## src/rtl/crc_pkg.sv

```systemverilog
// Shared types and constants for the CRC-8 arbiter and its bit-serial divider.
// crc_step is one MSB-first division step: feedback is rem[7] xor the incoming message bit.
package crc_pkg;

  localparam int CRC_W = 8;
  localparam int N_REQ = 2;
  localparam logic [CRC_W-1:0] DEF_POLY = 8'h07;
  localparam logic [CRC_W-1:0] DEF_INIT = 8'h00;

  typedef enum logic [1:0] {
    IDLE  = 2'd0,
    LOAD  = 2'd1,
    SHIFT = 2'd2,
    DONE  = 2'd3
  } state_t;

  function automatic logic [CRC_W-1:0] crc_step(
    input logic [CRC_W-1:0] rem,
    input logic             din,
    input logic [CRC_W-1:0] poly
  );
    logic fb;
    fb = rem[CRC_W-1] ^ din;
    return {rem[CRC_W-2:0], 1'b0} ^ (fb ? poly : {CRC_W{1'b0}});
  endfunction

endpackage

```

## src/rtl/crc8_shift.sv

```systemverilog
// Bit-serial CRC-8 divider: clear loads INIT, load latches a message byte,
// shift_en consumes one message bit per cycle, MSB first.
module crc8_shift
  import crc_pkg::*;
#(
  parameter logic [CRC_W-1:0] POLY = DEF_POLY,
  parameter logic [CRC_W-1:0] INIT = DEF_INIT
) (
  input  logic             clk,
  input  logic             rst_n,
  input  logic             clear,
  input  logic             load,
  input  logic             shift_en,
  input  logic [CRC_W-1:0] din,
  output logic [CRC_W-1:0] rem,
  output logic             msg_msb,
  output logic [2:0]       bit_cnt
);

  logic [CRC_W-1:0] rem_q, rem_d;
  logic [CRC_W-1:0] sh_q, sh_d;
  logic [2:0]       cnt_q, cnt_d;

  always_comb begin
    rem_d = rem_q;
    sh_d  = sh_q;
    cnt_d = cnt_q;
    if (clear) begin
      rem_d = INIT;
    end
    if (load) begin
      sh_d  = din;
      cnt_d = 3'd7;
    end else if (shift_en) begin
      rem_d = crc_step(rem_q, sh_q[CRC_W-1], POLY);
      sh_d  = {sh_q[CRC_W-2:0], 1'b0};
      cnt_d = cnt_q - 3'd1;
    end
  end

  always_ff @(posedge clk) begin
    if (!rst_n) begin
      rem_q <= INIT;
      sh_q  <= '0;
      cnt_q <= '0;
    end else begin
      rem_q <= rem_d;
      sh_q  <= sh_d;
      cnt_q <= cnt_d;
    end
  end

  assign rem     = rem_q;
  assign msg_msb = sh_q[CRC_W-1];
  assign bit_cnt = cnt_q;

endmodule

```

## src/rtl/crc_arbiter.sv

```systemverilog
// Round-robin two-requester frame scheduler in front of the bit-serial CRC-8 divider.
// All handshake and result outputs are registered, derived from the next-state value.
module crc_arbiter
  import crc_pkg::*;
#(
  parameter logic [CRC_W-1:0] POLY = DEF_POLY,
  parameter logic [CRC_W-1:0] INIT = DEF_INIT
) (
  input  logic                   clock,
  input  logic                   reset,
  input  logic [N_REQ-1:0]       req_valid,
  input  logic [N_REQ*CRC_W-1:0] req_data,
  input  logic [N_REQ-1:0]       req_last,
  output logic [N_REQ-1:0]       req_ready,
  output logic                   res_valid,
  output logic [CRC_W-1:0]       res_crc,
  output logic                   res_id,
  output logic                   busy
);

  state_t           state_q, state_d;
  logic             grant_q, grant_d;
  logic             last_grant_q, last_grant_d;
  logic             last_q, last_d;
  logic [N_REQ-1:0] req_ready_q, req_ready_d;
  logic             res_valid_q, res_valid_d;
  logic [CRC_W-1:0] res_crc_q, res_crc_d;
  logic             res_id_q, res_id_d;
  logic             busy_q, busy_d;

  logic [CRC_W-1:0] req_byte [N_REQ];
  logic             accept;
  logic             div_clear, div_load, div_shift;
  logic [CRC_W-1:0] div_rem;
  logic             div_msb;
  logic [2:0]       div_cnt;

  for (genvar gi = 0; gi < N_REQ; gi++) begin : g_byte
    assign req_byte[gi] = req_data[gi*CRC_W +: CRC_W];
  end

  assign accept = req_valid[grant_q] & req_ready_q[grant_q];

  crc8_shift #(
    .POLY (POLY),
    .INIT (INIT)
  ) u_div (
    .clk      (clock),
    .rst_n    (reset),
    .clear    (div_clear),
    .load     (div_load),
    .shift_en (div_shift),
    .din      (req_byte[grant_q]),
    .rem      (div_rem),
    .msg_msb  (div_msb),
    .bit_cnt  (div_cnt)
  );

  always_comb begin
    state_d      = state_q;
    grant_d      = grant_q;
    last_grant_d = last_grant_q;
    last_d       = last_q;
    res_crc_d    = res_crc_q;
    res_id_d     = res_id_q;
    div_clear    = 1'b0;
    div_load     = 1'b0;
    div_shift    = 1'b0;

    case (state_q)
      IDLE: begin
        if (|req_valid) begin
          // On a tie the requester not served last wins; otherwise the lone requester.
          grant_d   = (&req_valid) ? ~last_grant_q : req_valid[1];
          div_clear = 1'b1;
          state_d   = LOAD;
        end
      end
      LOAD: begin
        if (accept) begin
          div_load = 1'b1;
          last_d   = req_last[grant_q];
          state_d  = SHIFT;
        end
      end
      SHIFT: begin
        div_shift = 1'b1;
        if (div_cnt == 3'd0) begin
          if (last_q) begin
            // Capture the remainder including this final shift so it is valid in DONE.
            res_crc_d = crc_step(div_rem, div_msb, POLY);
            res_id_d  = grant_q;
            state_d   = DONE;
          end else begin
            state_d = LOAD;
          end
        end
      end
      DONE: begin
        last_grant_d = grant_q;
        state_d      = IDLE;
      end
      default: state_d = IDLE;
    endcase

    req_ready_d = '0;
    if (state_d == LOAD) begin
      req_ready_d[grant_d] = 1'b1;
    end
    res_valid_d = (state_d == DONE);
    busy_d      = (state_d != IDLE);
  end

  always_ff @(posedge clock) begin
    if (!reset) begin
      state_q      <= IDLE;
      grant_q      <= 1'b0;
      last_grant_q <= 1'b1;
      last_q       <= 1'b0;
      req_ready_q  <= '0;
      res_valid_q  <= 1'b0;
      res_crc_q    <= '0;
      res_id_q     <= 1'b0;
      busy_q       <= 1'b0;
    end else begin
      state_q      <= state_d;
      grant_q      <= grant_d;
      last_grant_q <= last_grant_d;
      last_q       <= last_d;
      req_ready_q  <= req_ready_d;
      res_valid_q  <= res_valid_d;
      res_crc_q    <= res_crc_d;
      res_id_q     <= res_id_d;
      busy_q       <= busy_d;
    end
  end

  assign req_ready = req_ready_q;
  assign res_valid = res_valid_q;
  assign res_crc   = res_crc_q;
  assign res_id    = res_id_q;
  assign busy      = busy_q;

endmodule
```

## config.mk

```make
export PLATFORM = sky130hd
export DESIGN_NAME = crc_arbiter
export DESIGN_NICKNAME = d
export VERILOG_FILES = /design/src/rtl/crc_pkg.sv /design/src/rtl/crc8_shift.sv /design/src/rtl/crc_arbiter.sv
export SDC_FILE = /design/constraint.sdc
export NUM_CORES = 1
export LEC_CHECK = 0
export BUFFER_PORTS_ARGS = -buffer_cell sky130_fd_sc_hd__buf_2
export CORE_ASPECT_RATIO = 1.4
export CORE_MARGIN = 8
export CORE_UTILIZATION = 30
export DETAILED_ROUTE_END_ITERATION = 16
export PLACE_DENSITY = 0.48
export SETUP_SLACK_MARGIN = 0.4
export SKIP_CTS_REPAIR_TIMING = 1
export SYNTH_ARGS = -nofsm -noshare
export SYNTH_HDL_FRONTEND = slang
export SYNTH_SLANG_ARGS = --single-unit
```

## constraint.sdc

```tcl
create_clock -name clock -period 1.35 [get_ports clock]
set_clock_uncertainty 0.1 [all_clocks]
set_input_delay 0.2025 -clock clock [delete_from_list [all_inputs] [get_ports clock]]
set_output_delay 0.2025 -clock clock [all_outputs]
set_load 0.01 [all_outputs]
```

---- Yosys cells after proc, flatten, opt, wreduce, memory -nomap -nowiden ----
Index checks and enable logic that the tools add are counted.
storage, ports and cells
  output and inout port bits .............. 13
  memory bits (writable) .................. 0
  bits in registers ....................... 37
  bits in read-only memories .............. 0
  word-level logic and storage cells ...... 69
  bits in latches ......................... 0
  bits of input ports ..................... 22
  memories kept ........................... 0
operators by class
  reductions and logical operators ........ 10
  multiplexer cells ....................... 32
  shift-type cells ........................ 0
  divide/modulo/power cells ............... 0
  bitwise logic cells ..................... 5
  multiply operators ...................... 0
  magnitude comparators ................... 4
  equality and inequality tests ........... 5
  $add $sub $neg .......................... 1
operators by type and width
  kind                                                 number
  2-to-1 mux 8 bit                                     8
  2-to-1 mux 1 bit                                     15
  2-to-1 mux 3 bit                                     3
  2-to-1 mux 2 bit                                     4
  one-hot mux 2 bit (4 select lines)                   1
  bitwise XOR 8 bit                                    1
  equality test 2 bit, second input constant           3
  AND reduction 2 bit                                  3
  equality test 2 x 1 -> 1 bit, second input constant  2
  < comparator 1 x 2 -> 1 bit, second input constant   2
  nonzero test 2 bit                                   2
  logical NOT 3 bit                                    1
  AND reduction 3 bit                                  1
  subtractor 3 x 1 -> 3 bit, second input constant     1
  >= comparator 2 bit, second input constant           1
  logical NOT 2 bit                                    1
  NOT 1 -> 2 bit                                       1
  OR reduction 2 bit                                   1
  bitwise AND 1 bit                                    1
  demux 1 bit (select 1 bit)                           1
  >= comparator 1 bit, second input constant           1
  logical AND 1 bit                                    1
  NOT 1 bit                                            1
  bitwise XOR 1 bit                                    1

---- Longest topological paths before layout ----
  word-level depth ........................ 8
  depth in mapped cells ................... 6
  mapped depth without buffers ............ 6

---- By module ----
From an unflattened synthesis, not the netlist that was laid out.
second synthesis, totals
  cell total of the unflattened synthesis .. 179
  area total of the unflattened synthesis .. 1706.6 um^2
modules (own cells, without submodules)
  module       cells each  times used  area an instance (um^2)
  crc8_shift   97          1           870.8
  crc_arbiter  82          1           835.8

---- Worst setup path before layout ----
No wires, ideal clock.
  kind .................................... register to register
  from .................................... register grant_q
  to ...................................... register u_div.sh_q[3]
  period minus slack after synthesis ...... 1371 ps
  data required time ...................... 1135 ps
  stages on the path, launching flop included .. 6
  path slack .............................. -21 ps
  data arrival time ....................... 1156 ps
  buffers on the path ..................... 1
  setup time .............................. 115 ps
  cells stage by stage .................... dfxtp_1 -> and3b_1 -> o21ai_2 -> buf_4 -> o21ai_1 -> o21a_1
between the ends
  longest elaborated chain between the ends .. 6
ends and longest elaborated chain
  item                                                           line                RTL
  start: declaration                                             crc_arbiter.sv:22   logic grant_q, grant_d;
  start signal: assignment                                       crc_arbiter.sv:127  grant_q <= grant_d;
  2-to-1 mux 1 bit (implied by the code) (2 in series)           crc_arbiter.sv:42   assign accept = req_valid[grant_q] & req_ready_q[grant_q];
  bitwise AND 1 bit                                              crc_arbiter.sv:42
  2-to-1 mux 1 bit                                               crc_arbiter.sv:80   if (accept) begin
  2-to-1 mux 1 bit                                               crc_arbiter.sv:70   case (state_q)
  2-to-1 mux 8 bit / nonzero test 2 bit (equally long branches)  n/a
  end signal: assignment                                         crc8_shift.sv:44    sh_q <= '0;
  end signal: assignment                                         crc8_shift.sv:48    sh_q <= sh_d;
  end: declaration                                               crc8_shift.sv:21    logic [CRC_W-1:0] sh_q, sh_d;
Parallel ways exist; a longest one is shown, timed or not. The select of a mux whose other input is x is not followed.
A chain may end at the register's enable or synchronous reset.

---- Worst setup path after layout ----
Same ends and word-level chain as after synthesis.

==> flow_summary_export.csv <==
group,metric,value,unit
worst_setup_path,end_kind,"register",
sta,fmax,0.7070,GHz
layout,syn2layout_area_growth,42.84,%
clock_tree,cts_tree,"built",
logic_synthesis,synthesis.area,1659,µm²
worst_hold_path,hold-path-endpoint,"u_div.sh_q[0]",
logic_synthesis,ys_ff_latch,37,
global_routing,antenna_found_initial,0,
placement,place_ws,-0.02385,ns
sta,final_hold_viol_count,0,
global_routing,grt_pass1_wl,6927,µm
global_routing,grtUsageMet3,3.114,%
worst_setup_path,cp.required,1.44,ns
worst_hold_path,hold_path.class,"input port to register",
clock_tree,cts_root_buf,"clkbuf_8",
logic_synthesis,yosys.area.top_type,"dfxtp_1",
floorplanning,ios,35,
global_routing,grt-ovfl-total,0,
global_routing,use_met1,11.59,%
drt,drc,0,
sta,tightest_slew,0.3198,ns
sta,rsz0062_at_grt,"true",
logic_synthesis,ys_warn_count,0,
clock_tree,cts_sinks,37,
floorplanning,rows,32,
sta,finalSetupViolations,15,
clock_tree,path_clk_slew,0.07,ns
clock_tree,cts_made_buffers,5,
layout,finalNetCount,249,
sta,drv_slew,0,
drt,ant_nets,0,
worst_setup_path,crit_chain,"and3b_1 -> o21ai_2 -> buf_12 -> and3_1 -> o21a_1",
global_routing,grt_usage,10.42,%
logic_synthesis,syn_inst,172,
sta,fin_ws,-0.06439,ns
drt,firstDrtPassIters,4,
layout,utilization,43.52,%
logic_synthesis,ys.flop_type,"dfxtp_1",
layout,drive_gt1_share,47.11,%
outcome,violations,"negative setup slack",
sta,period_minus_slack,1.414,ns
logic_synthesis,synth_most_common_cell,"dfxtp_1",
logic_synthesis,synth_area_leaders,"dfxtp_1 45%, mux2i_1 11%, nor2b_1 6.8%, a22oi_1 3.6%, nand2_1 3.6%",
drt,viasPerCell,4.662,
worst_setup_path,worstReg2RegStart,"grant_q",
power,power.density,944.7,nW/µm²
layout,n_antenna_cell,0,
floorplanning,dieArea,8200,µm²
logic_synthesis,synth_area_per_cell,9.646,µm²
worst_hold_path,whs_path_depth,4,
logic_synthesis,async_reset_ff_share,0,%
logic_synthesis,ys_types,36,
worst_setup_path,path_buf_inv,1,
power,irDropWorstVdd,0.4831,mV
clock_tree,clock_path_buffers,2,
global_routing,grt_pass1_vias,1538,
power,cellLeakagePower,0.001038,µW
drt,drt_wl_total,4044,µm
floorplanning,core-area,5445,µm²
worst_hold_path,worstHoldStart,"req_data[0]",
floorplanning,die_w,78.85,µm
global_routing,grt_most_used_layer,"met2",
worst_setup_path,worstSetupPathType,"register to register",
logic_synthesis,yosysSeqAreaShare,44.65,%
worst_setup_path,start_kind,"register",
drt,drt_iter0_drc,22,
drt,route.vias.total,1366,
floorplanning,start_util,30.47,%
worst_setup_path,r2r_slack,-0.06,ns
logic_synthesis,synth_top_area_share,44.65,%
drt,wl_per_cell,13.80,µm
clock_tree,htreeDepth,2,
sta,fin_setup_tns,-0.7260,ns
placement,dp_hpwl,2826,µm
logic_synthesis,synth_common_cells,"37 x dfxtp_1, 18 x mux2i_1, 18 x nor2b_1",
worst_setup_path,rr_endpoint,"u_div.sh_q[3]",
global_routing,grt_max_degree,24,
sta,relSlewSlack,78.68,%
logic_synthesis,synth_fp_nets,196,
sta,fin_crit_sh,104.8,%
job,cap_violations,0,
logic_synthesis,synth_edf_count,0,
placement,gp_congestion,0.7370,
worst_setup_path,critPathArrivalTime,1.50,ns
outcome,outcome,"complete, but fails checks",
global_routing,grt_use_met2,17.47,%
worst_setup_path,max_stage_delay,0.34,ns
worst_setup_path,crit_family,"simple AND/OR/NAND/NOR gates",
worst_setup_path,cp_slowest_cell,"dfxtp_2",
clock_tree,clk-insertion-delay-late,0.29,ns
worst_setup_path,cp_max_fo,23,
floorplanning,die_h,104.0,µm
power,total_power,2239,µW
worst_setup_path,r2r_cells,5,
placement,port-buffer-count,34,
-- through the flow --
step                instance area, µm²  hold WS (ns)  std cells
detailed placement                2096        0.3684        280
CTS                               2182        0.1530        287
global placement                  2096        0.3551        280
global route                      2370        0.1832        293
finish                            2370        0.1538        293
floorplan                         1772        0.2236        172
-- power breakdown --
group | total [µW] | internal [µW] | switching, µW | leakage, µW
logic | 317 | 173 | 144 | 0.000685
clock network | 779 | 405 | 374 | 0.0000443
registers | 1140 | 1120 | 22.9 | 0.000308
-- cells in the final DEF, fill, tap and decap left out, types with 3 or more instances in the layout --
cell,count
a22oi_2,8
and3_1,9
buf_2,22
buf_4,17
buf_6,14
clkbuf_8,6
dfxtp_1,20
dfxtp_2,15
mux2i_1,18
nand2_1,15
nor2b_1,18
o21a_1,8
o21ai_1,7
xnor2_1,3
-- cell type report --
cell class / instances / area [µm²]
Tap cell: 68 / 85.08
Multi-Input combinational cell: 122 / 969.7
Clock buffer: 7 / 86.33
Sequential cell: 37 / 767.0
Timing Repair Buffer: 56 / 450.4
Fill cell: 549 / 3075
Inverter: 3 / 11.26
-- worst register-to-register path: stages (launching register included) --
cell,delay [ns]
dfxtp_2,0.34
and3b_1,0.28
o21ai_2,0.10
buf_12,0.16
and3_1,0.17
o21a_1,0.17
-- state kept, by name (all words and copies together), names as in the netlist, 2 cells and up --
name and cells:
u_div.sh_q 8, res_crc 8, u_div.bit_cnt 3, state_q 2
req_ready 2, u_div.rem 8
-- how the worst max path moves through the flow --
stage,depth (start not counted),to,slack [ns],start
after floorplan,5,u_div.sh_q[3],0.009,grant_q
after global placement,5,u_div.sh_q[5],0.0008,grant_q
after detailed placement,4,res_crc[1],-0.02,state_q[1]
after CTS,4,res_crc[1],-0.05,state_q[1]
after global routing,4,res_crc[3],-0.13,state_q[1]
final,5,u_div.sh_q[3],-0.06,grant_q
-- cells by family (layout without fill, tap and decap cells) --
family                   after synthesis  count (layout)  synth area share [%]
AND/OR/NAND/NOR                       61              62                 21.04
flip-flops                            37              37                 44.65
AO/OA/AOI/OAI                         34              34                 13.88
multiplexers                          19              19                 11.54
buffers and inverters                 14              66                 4.750
XOR/XNOR                               5               5                 2.640
adder cells (fa/ha/maj)                2               2                 1.508
-- per-layer routing --
metal	vias up	share of wire [%]
met5	-	0
met4	0	1.7
met3	5	4.5
met2	29	50
met1	633	44
li1	699	-
(Power assumes the default switching activity.)
